[src/rtl/mc_control_pkg.sv]
// Shared types and constants for the multi-cycle RV32I main control FSM.
package mc_control_pkg;

  // ALU control decoder selector; encodings are fixed by the ALU control block.
  typedef enum logic [1:0] {
    ALUOP_ADD   = 2'b00,
    ALUOP_SUB   = 2'b01,
    ALUOP_RTYPE = 2'b10,
    ALUOP_ITYPE = 2'b11
  } aluop_t;

  typedef enum logic [1:0] {
    SRCA_PC    = 2'd0,
    SRCA_OLDPC = 2'd1,
    SRCA_RS1   = 2'd2,
    SRCA_ZERO  = 2'd3
  } alusrc_a_t;

  typedef enum logic [1:0] {
    SRCB_RS2  = 2'd0,
    SRCB_IMM  = 2'd1,
    SRCB_FOUR = 2'd2
  } alusrc_b_t;

  typedef enum logic [1:0] {
    WB_ALUOUT = 2'd0,
    WB_MDR    = 2'd1,
    WB_PC     = 2'd2
  } wb_sel_t;

  typedef enum logic [3:0] {
    S_FETCH    = 4'd0,
    S_DECODE   = 4'd1,
    S_EXEC_R   = 4'd2,
    S_EXEC_I   = 4'd3,
    S_UIMM     = 4'd4,
    S_ALUWB    = 4'd5,
    S_MEMADDR  = 4'd6,
    S_MEMREAD  = 4'd7,
    S_LOADWB   = 4'd8,
    S_MEMWRITE = 4'd9,
    S_BRANCH   = 4'd10,
    S_JAL      = 4'd11,
    S_JALR     = 4'd12,
    S_TRAP     = 4'd13
  } ctrl_state_t;

  localparam logic [6:0] OPCODE_LOAD   = 7'b0000011;
  localparam logic [6:0] OPCODE_FENCE  = 7'b0001111;
  localparam logic [6:0] OPCODE_OP_IMM = 7'b0010011;
  localparam logic [6:0] OPCODE_AUIPC  = 7'b0010111;
  localparam logic [6:0] OPCODE_STORE  = 7'b0100011;
  localparam logic [6:0] OPCODE_OP     = 7'b0110011;
  localparam logic [6:0] OPCODE_LUI    = 7'b0110111;
  localparam logic [6:0] OPCODE_BRANCH = 7'b1100011;
  localparam logic [6:0] OPCODE_JALR   = 7'b1100111;
  localparam logic [6:0] OPCODE_JAL    = 7'b1101111;
  localparam logic [6:0] OPCODE_SYSTEM = 7'b1110011;

endpackage

[src/rtl/mc_control.sv]
// Multi-cycle main control FSM: sequences fetch/decode/execute/memory/writeback
// and drives all datapath strobes, mux selects and the 2-bit ALU op.
module mc_control
  import mc_control_pkg::*;
(
  input  logic        clk,
  input  logic        rst,
  input  logic [6:0]  opcode,
  input  logic        branch_taken,
  input  logic        mem_ready,
  output logic        mem_req,
  output logic        mem_we,
  output logic        iord,
  output logic        ir_we,
  output logic        pc_we,
  output logic        pc_sel,
  output alusrc_a_t   alusrc_a,
  output alusrc_b_t   alusrc_b,
  output aluop_t      aluop,
  output logic        rf_we,
  output wb_sel_t     wb_sel,
  output logic        illegal,
  output ctrl_state_t state_o
);

  ctrl_state_t state_q, state_d;
  logic        illegal_q, illegal_d;

  // Raw strobes before reset gating.
  logic mem_req_c, mem_we_c, ir_we_c, pc_we_c, rf_we_c;

  // State and sticky illegal-opcode flag.
  always_ff @(posedge clk) begin
    if (rst) begin
      state_q   <= S_FETCH;
      illegal_q <= 1'b0;
    end else begin
      state_q   <= state_d;
      illegal_q <= illegal_d;
    end
  end

  // Next-state and Moore outputs, plus the FETCH/BRANCH Mealy strobes.
  always_comb begin
    state_d   = state_q;
    mem_req_c = 1'b0;
    mem_we_c  = 1'b0;
    ir_we_c   = 1'b0;
    pc_we_c   = 1'b0;
    rf_we_c   = 1'b0;
    iord      = 1'b0;
    pc_sel    = 1'b0;
    alusrc_a  = SRCA_PC;
    alusrc_b  = SRCB_RS2;
    aluop     = ALUOP_ADD;
    wb_sel    = WB_ALUOUT;

    case (state_q)
      S_FETCH: begin
        mem_req_c = 1'b1;
        alusrc_b  = SRCB_FOUR;
        if (mem_ready) begin
          ir_we_c = 1'b1;
          pc_we_c = 1'b1;
          state_d = S_DECODE;
        end
      end
      S_DECODE: begin
        // ALUOUT captures OLDPC+IMM, the branch/JAL target.
        alusrc_a = SRCA_OLDPC;
        alusrc_b = SRCB_IMM;
        case (opcode)
          OPCODE_OP:                   state_d = S_EXEC_R;
          OPCODE_OP_IMM:               state_d = S_EXEC_I;
          OPCODE_LOAD, OPCODE_STORE:   state_d = S_MEMADDR;
          OPCODE_BRANCH:               state_d = S_BRANCH;
          OPCODE_JAL:                  state_d = S_JAL;
          OPCODE_JALR:                 state_d = S_JALR;
          OPCODE_LUI, OPCODE_AUIPC:    state_d = S_UIMM;
          OPCODE_FENCE, OPCODE_SYSTEM: state_d = S_FETCH;
          default:                     state_d = S_TRAP;
        endcase
      end
      S_EXEC_R: begin
        alusrc_a = SRCA_RS1;
        aluop    = ALUOP_RTYPE;
        state_d  = S_ALUWB;
      end
      S_EXEC_I: begin
        alusrc_a = SRCA_RS1;
        alusrc_b = SRCB_IMM;
        aluop    = ALUOP_ITYPE;
        state_d  = S_ALUWB;
      end
      S_UIMM: begin
        alusrc_a = (opcode == OPCODE_LUI) ? SRCA_ZERO : SRCA_OLDPC;
        alusrc_b = SRCB_IMM;
        state_d  = S_ALUWB;
      end
      S_ALUWB: begin
        rf_we_c = 1'b1;
        state_d = S_FETCH;
      end
      S_MEMADDR: begin
        alusrc_a = SRCA_RS1;
        alusrc_b = SRCB_IMM;
        state_d  = (opcode == OPCODE_LOAD) ? S_MEMREAD : S_MEMWRITE;
      end
      S_MEMREAD: begin
        mem_req_c = 1'b1;
        iord      = 1'b1;
        if (mem_ready) state_d = S_LOADWB;
      end
      S_LOADWB: begin
        rf_we_c = 1'b1;
        wb_sel  = WB_MDR;
        state_d = S_FETCH;
      end
      S_MEMWRITE: begin
        mem_req_c = 1'b1;
        mem_we_c  = 1'b1;
        iord      = 1'b1;
        if (mem_ready) state_d = S_FETCH;
      end
      S_BRANCH: begin
        alusrc_a = SRCA_RS1;
        aluop    = ALUOP_SUB;
        pc_we_c  = branch_taken;
        pc_sel   = 1'b1;
        state_d  = S_FETCH;
      end
      S_JAL: begin
        rf_we_c = 1'b1;
        wb_sel  = WB_PC;
        pc_we_c = 1'b1;
        pc_sel  = 1'b1;
        state_d = S_FETCH;
      end
      S_JALR: begin
        alusrc_a = SRCA_RS1;
        alusrc_b = SRCB_IMM;
        rf_we_c  = 1'b1;
        wb_sel   = WB_PC;
        pc_we_c  = 1'b1;
        state_d  = S_FETCH;
      end
      S_TRAP: state_d = S_TRAP;
      default: state_d = S_FETCH;
    endcase

    illegal_d = illegal_q | (state_d == S_TRAP);
  end

  // Write and request strobes are suppressed for the whole reset cycle.
  assign mem_req = mem_req_c & ~rst;
  assign mem_we  = mem_we_c  & ~rst;
  assign ir_we   = ir_we_c   & ~rst;
  assign pc_we   = pc_we_c   & ~rst;
  assign rf_we   = rf_we_c   & ~rst;
  assign illegal = illegal_q;
  assign state_o = state_q;

endmodule

[config.mk]
export PLATFORM = sky130hd
export DESIGN_NAME = mc_control
export DESIGN_NICKNAME = d
export VERILOG_FILES = /design/src/rtl/mc_control_pkg.sv /design/src/rtl/mc_control.sv
export SDC_FILE = /design/constraint.sdc
export NUM_CORES = 1
export LEC_CHECK = 0
export ABC_AREA = 1
export BUFFER_PORTS_ARGS = -buffer_cell sky130_fd_sc_hd__buf_2
export CAP_MARGIN = 20
export CELL_PAD_IN_SITES_DETAIL_PLACEMENT = 0
export CELL_PAD_IN_SITES_GLOBAL_PLACEMENT = 1
export CORE_MARGIN = 2
export CORE_UTILIZATION = 30
export CTS_CLUSTER_DIAMETER = 120
export DETAILED_ROUTE_END_ITERATION = 7
export PLACE_DENSITY_LB_ADDON = 0.1
export SLEW_MARGIN = 30
export SYNTH_ARGS = -nofsm -noshare
export SYNTH_HDL_FRONTEND = slang
export SYNTH_SLANG_ARGS = --single-unit
[constraint.sdc]
create_clock -name clk -period 2.8 [get_ports clk]
set_input_delay 0.28 -clock clk [delete_from_list [all_inputs] [get_ports clk]]
set_output_delay 0.28 -clock clk [all_outputs]
set_load 0.05 [all_outputs]
==> impl_metrics.env, run 1 <==
export IMPL_status="finished clean"
export IMPL_die_w_um=50.08
export IMPL_drc_errors=0
export IMPL_clk_pin_slew_ns=0.04
export IMPL_crit_chain="nor2_1 > inv_2 > nor3_1 > nor2_1 > a21oi_1 > buf_2"
export IMPL_grt_setup_unrepaired="false"
export IMPL_drv_slew=0
export IMPL_setup_tns_ns=0
export IMPL_syn_instance_count=122
export IMPL_grt_ovfl_total=0
export IMPL_postSynthAreaPerCell_sq_um=5.220
export IMPL_min_period_ns=1.951
export IMPL_period_share_pct=69.68
export IMPL_drv_cap=0
export IMPL_grt_usage_pct=16.67
export IMPL_post_cts_buffers=0
export IMPL_min_to="state_o[0]"
export IMPL_final_hold_violation_count=0
export IMPL_syn_to_final_growth_pct=32.42
export IMPL_io_buffers=30
export IMPL_vias=840
export IMPL_ys_seq_elements=5
export IMPL_clock_root_buffer="clkbuf_4"
export IMPL_drive_gt1_share_pct=32.90
export IMPL_hold_depth=2
export IMPL_cp_required_ns=2.52
export IMPL_cts_repair_resize_count=0
export IMPL_hp_class="in -> reg"
export IMPL_critPathSlowestCell="dfxtp_1"
export IMPL_r2r_end="illegal"
export IMPL_cpPeakStageDelay_ns=0.35
export IMPL_clk_path_buf_depth=2
export IMPL_max_slew_margin_pct=77.71
export IMPL_peakVddDrop_uv=361.0
export IMPL_antenna_found_initial=0
export IMPL_fmax_ghz=0.5125
export IMPL_diodes=0
export IMPL_cp_arrival_ns=1.67
export IMPL_worstSkewPairLatency_ns=0.24
export IMPL_drt_first_iter_violations=22
export IMPL_core_area_sq_um=1982
export IMPL_grt_pass1_wl_mm=3.249
export IMPL_worstSetupStartpointType="flop"
export IMPL_synthXorXnorAreaFrac_pct=0
export IMPL_p_per_area_nw_per_um2=863.9
export IMPL_finalWirelength_mm=1.872
export IMPL_synthesis_area_sq_um=636.9
export IMPL_postCtsHoldBufs=0
export IMPL_rrSetupSlack_ns=1.36
export IMPL_skew_ns=0.0006184
export IMPL_antenna_left=0
export IMPL_p_leak_nw=0.4968
export IMPL_min_from="rst"
export IMPL_rows=16
export IMPL_gp_congestion=0.7987
export IMPL_synth_fa_ha_area_share_pct=0
export IMPL_dpl_cell_count=178
export IMPL_grt_max_degree=9
export IMPL_dp_hpwl_mm=1.639
export IMPL_reg2reg_from="state_o[1]"
export IMPL_synth_yosys_warnings=0
export IMPL_final_common_cell="nand2_1"
export IMPL_synth_mux_area_share_pct=0
export IMPL_crit_top_cell="nor2_1"
export IMPL_viasPerCell=4.615
export IMPL_dieArea_sq_um=2508
export IMPL_final_cells=182
export IMPL_setup_viol=0
export IMPL_max_slew_worst_pin_slew_ns=0.3318
export IMPL_cts_max_level=1
export IMPL_chipHeight_um=50.08
export IMPL_seq_area_frac_synth_pct=15.72
export IMPL_ioPinCount=31
export IMPL_synth_compound_area_share_pct=17.29
export IMPL_cts_tree="done"
export IMPL_critPathKind="reg -> out"
export IMPL_numCtsBuffers=3
export IMPL_cp_max_fo=5
export IMPL_drtPass1Iterations=4
export IMPL_cts_sinks=5
export IMPL_ff2ff_path_depth=10
export IMPL_crit_path_end_kind="output port"
export IMPL_post_drt_wl_per_cell_um=10.29
export IMPL_synth_fp_nets=133
export IMPL_final_nets=167
export IMPL_synthSimpleGateAreaFrac_pct=52.85
export IMPL_synth_top_family_by_area="simple AND/OR/NAND/NOR gates"
export IMPL_start_util_pct=32.13
export IMPL_most_common_layout_cells="nand2_1 (35), buf_2 (30), nor2_1 (21)"
export IMPL_ys_types=23
export IMPL_grt_pass1_vias=774
-- power by group --
part	total [W]	internal, W	switching, W
registers	0.000110	0.0000888	0.0000210
logic	0.000535	0.000116	0.000419
clock network	0.0000839	0.0000539	0.0000300
-- kinds of logic after synthesis --
| family | after synthesis |
|---|---|
| flip-flops | 5 |
| AO/OA/AOI/OAI | 17 |
| AND/OR/NAND/NOR | 76 |
| buffers and inverters | 24 |
-- layer usage --
layer	global-route usage (%)	up-vias	wire length [um]	part of all wire [%]
met1	17.95	364	851	45
met3	4.848	3	105	5.6
met5	0	-	0	0
li1	-	447	-	-
met4	4.630	0	15	0.80
met2	30.92	26	900	48
-- layout make-up --
class                           count  area [sq um]
Fill cell                         238          1139
Sequential cell                     5         100.1
Timing Repair Buffer               30         150.1
Inverter                           23         86.33
Tap cell                           27         33.78
Multi-Input combinational cell     93         446.7
Clock buffer                        4         26.28
-- critical path: cells and delay by family, from the launching register on --
family / cells / cell delay [ns]
compound gates: 1 / 0.14
buf+inv: 2 / 0.35
flops: 1 / 0.35
simple gates: 3 / 0.59
-- registers in the layout (all words and copies together), names as in the netlist --
register	count
illegal	1
state_o	4
-- through the flow --
stage | total power [W] | worst slack, ns | area [sq um] | hold WS, ns | util (%)
final | 0.0007285 | 0.8489 | 843.3 | 0.3082 | 42.55
after global routing | 0.0007835 | 0.6731 | 843.3 | 0.3206 | 42.55
after CTS | 0.0007346 | 0.8262 | 843.3 | 0.3078 | 42.55
after detailed placement | 0.0006473 | 1.103 | 817.0 | 0.4455 | 41.22
after global placement | 0.0006503 | 1.104 | 817.0 | 0.4507 | 41.22
after floorplan | 0.0005321 | 0.001214 | 636.9 | 0.5718 | -
-- cell usage after synthesis --
library cell	n	area (sq um)
a2111o_1	1	11.26
o21ai_1	1	5.000
nor2_2	3	18.77
a21oi_2	1	8.760
inv_2	7	26.28
o21bai_2	1	11.26
nor2_1	21	78.83
o21ai_2	1	8.760
nor2_4	2	22.52
inv_1	16	60.06
nand3_2	1	10.01
nand4_1	2	12.51
nand3_1	5	25.02
o21a_1	1	7.510
nand2_2	2	12.51
clkbuf_1	1	3.750
nor3_1	5	25.02
o22ai_1	1	6.260
o21ai_0	3	15.01
a21oi_1	6	30.03
nand2_1	35	131.4
dfxtp_1	5	100.1
a31oi_1	1	6.260
-- how the worst max path moves through the flow --
stage	slack (ns)	start	endpoint
floorplan	0.001	state_o[3]	rf_we
global route	0.67	state_o[2]	alusrc_b[0]
finish	0.85	state_o[0]	rf_we
detailed placement	1.10	state_o[2]	alusrc_b[0]
CTS	0.83	state_o[1]	rf_we
global placement	1.10	state_o[0]	pc_we
No activity file was read; power rests on OpenSTA's default activity.
==> run 2: changes to the inputs <==
CORE_UTILIZATION = 28   (was 30)
clock period = 1.8 ns   (was 2.8 ns; I/O delays follow)
==> run 2 against run 1 <==
  * Final cell count rose by 2.2%
  * Largest cell class unchanged
  * Sequential share of layout area fell by 0.76 points
  * Clock-buffer cell count did not move
  * Critical path type unchanged
  * Core utilization rose by 2.7 points
  * Combinational power rose by 83%
==> impl_metrics.env, run 2 (synthesis results as in run 1) <==
export IMPL_die_w_um=51.69
export IMPL_pre_cts_ws_ns=0.1864
export IMPL_cts_sinks=5
export IMPL_grt_ovfl_total=0
export IMPL_antenna_left=0
export IMPL_vias=856
export IMPL_clock_root_buffer="clkbuf_4"
export IMPL_post_drt_wl_per_cell_um=10.69
export IMPL_grt_pass1_vias=731
export IMPL_min_to="state_o[3]"
export IMPL_dieArea_sq_um=2672
export IMPL_r2r_end="illegal"
export IMPL_clk_pin_slew_ns=0.04
export IMPL_drtPass1Iterations=4
export IMPL_drc_errors=0
export IMPL_grt_max_degree=9
export IMPL_start_util_pct=29.07
export IMPL_ff2ff_path_depth=10
export IMPL_finalWirelength_mm=1.988
export IMPL_min_period_ns=1.749
export IMPL_syn_to_final_growth_pct=55.60
export IMPL_io_buffers=30
export IMPL_drt_first_iter_violations=24
export IMPL_max_slew_margin_pct=82.43
export IMPL_gp_congestion=0.8265
export IMPL_switching_share_pct=62.35
export IMPL_cts_tree="done"
export IMPL_final_common_cell="nand2_1"
export IMPL_hp_class="in -> reg"
export IMPL_p_per_area_nw_per_um2=1309
export IMPL_grt_usage_pct=15.69
export IMPL_crit_top_cell="buf_4"
export IMPL_most_common_layout_cells="nand2_1 (32), buf_2 (26), nor2_1 (16)"
export IMPL_rrSetupSlack_ns=0.44
export IMPL_largest_reg_flops=4
export IMPL_reg2reg_from="state_o[1]"
export IMPL_period_share_pct=97.18
export IMPL_diodes=0
export IMPL_max_slew_worst_pin_slew_ns=0.2636
export IMPL_internal_power_w=0.0004883
export IMPL_numCtsBuffers=3
export IMPL_setup_tns_ns=0
export IMPL_core_area_sq_um=2191
export IMPL_drv_slew=0
export IMPL_switchingPower_w=0.0008086
export IMPL_seqPwrFrac_pct=14.6
export IMPL_grt_pass1_wl_mm=3.160
export IMPL_final_util_pct=45.23
export IMPL_worstSkewPairLatency_ns=0.24
export IMPL_viasPerCell=4.602
export IMPL_nFillCells=243
export IMPL_drv_cap=0
export IMPL_final_cells=186
export IMPL_peakVddDrop_uv=617.6
export IMPL_rows=17
export IMPL_crit_start="state_o[0]"
export IMPL_p_leak_nw=0.5318
export IMPL_holdWs_ns=0.2573
export IMPL_cpPeakStageDelay_ns=0.37
export IMPL_clkPwrFrac_pct=10.0
export IMPL_cts_max_level=1
export IMPL_worstSetupStartpointType="flop"
export IMPL_clk_path_buf_depth=2
export IMPL_postCtsHoldBufs=0
export IMPL_dp_hpwl_mm=1.656
export IMPL_dpl_cell_count=181
export IMPL_final_nets=170
export IMPL_critPathKind="reg -> out"
export IMPL_crit_path_end_kind="output port"
export IMPL_status="finished clean"
export IMPL_ioPinCount=31
export IMPL_cp_max_fo=5
export IMPL_final_hold_violation_count=0
export IMPL_combPwrFrac_pct=75.5
export IMPL_drive_gt1_share_pct=46.84
export IMPL_hold_depth=2
export IMPL_chipHeight_um=51.69
export IMPL_fin_ws_ns=0.05078
export IMPL_antenna_found_initial=0
export IMPL_fmax_ghz=0.5717
export IMPL_skew_ns=0.0009588
export IMPL_min_from="rst"
export IMPL_crit_chain="nor2_1 > inv_2 > nor3_2 > buf_4 > a2111o_1 > buf_4"
export IMPL_cp_arrival_ns=1.57
export IMPL_critPathSlowestCell="dfxtp_2"
export IMPL_setup_viol=0
export IMPL_cp_required_ns=1.62
run 2: cell types whose count changed in the layout (fill, tap and decap cells not counted), moves of 3 or more:
cell,before,now
buf_4,0,6
nand2_1,35,32
buf_2,30,26
nor2_1,21,16
dfxtp_1,5,1
nor2_2,3,7
run 2: power groups by stage:
stage | Clock [W] | Combinational, W | Sequential [W]
global placement | 0 | 0.000919 | 0.000180
detailed placement | 0 | 0.000915 | 0.000180
global route | 0.000143 | 0.00105 | 0.000192
CTS | 0.000133 | 0.000931 | 0.000179
floorplan | 0 | 0.000636 | 0.000266
finish | 0.000129 | 0.000979 | 0.000189
run 2: stage by stage:
stage	power (W)	cell area, sq um
final	0.001297	991.0
after global routing	0.001381	991.0
after CTS	0.001243	947.2
after detailed placement	0.001094	908.4
after global placement	0.001098	908.4
after floorplan	0.0009024	711.9
run 2: final cells by class:
cell class | count | area, sq um | share of cell area [%]
clock buffer | 4 | 26.28 | 2.652
inverter | 23 | 86.33 | 8.712
multi-input combinational | 93 | 546.8 | 55.18
sequential | 5 | 110.1 | 11.11
tap | 28 | 35.03 | 3.535
timing repair buffer | 33 | 186.4 | 18.81
run 2: how the worst max path moves through the flow:
stage | slack (ns) | cells after the start | endpoint
3_3_place_gp | 0.18 | 6 | pc_we
2_1_floorplan | -0.03 | 5 | ir_we
4_1_cts | 0.01 | 7 | alusrc_a[1]
6_report | 0.05 | 6 | alusrc_a[1]
3_5_place_dp | 0.19 | 6 | pc_we
5_1_grt | -0.006 | 6 | alusrc_a[1]
run 2: worst max-delay path: cells and delay by family, from the launching register on:
kind                   cells  cell delay [ns]
AOI/OAI and AO/OA          1             0.37
buffers and inverters      3             0.43
DFF                        1             0.37
and+or+nand+nor            2             0.14
run 2: metal layers:
layer | vias to the layer above | GRT usage, % | part of all wire, %
met5 | - | 0 | 0
met4 | 0 | 6.579 | 1.7
met3 | 5 | 2.586 | 6.0
met2 | 24 | 24.15 | 43
met1 | 373 | 21.54 | 50
li1 | 454 | - | -
run 2: timing repair:
| item | in CTS | in global routing |
|---|---|---|
| endpoints found under the setup margin | 5 | 4 |
| setup buffers | 0 | 1 |
| resized for setup | 4 | 15 |
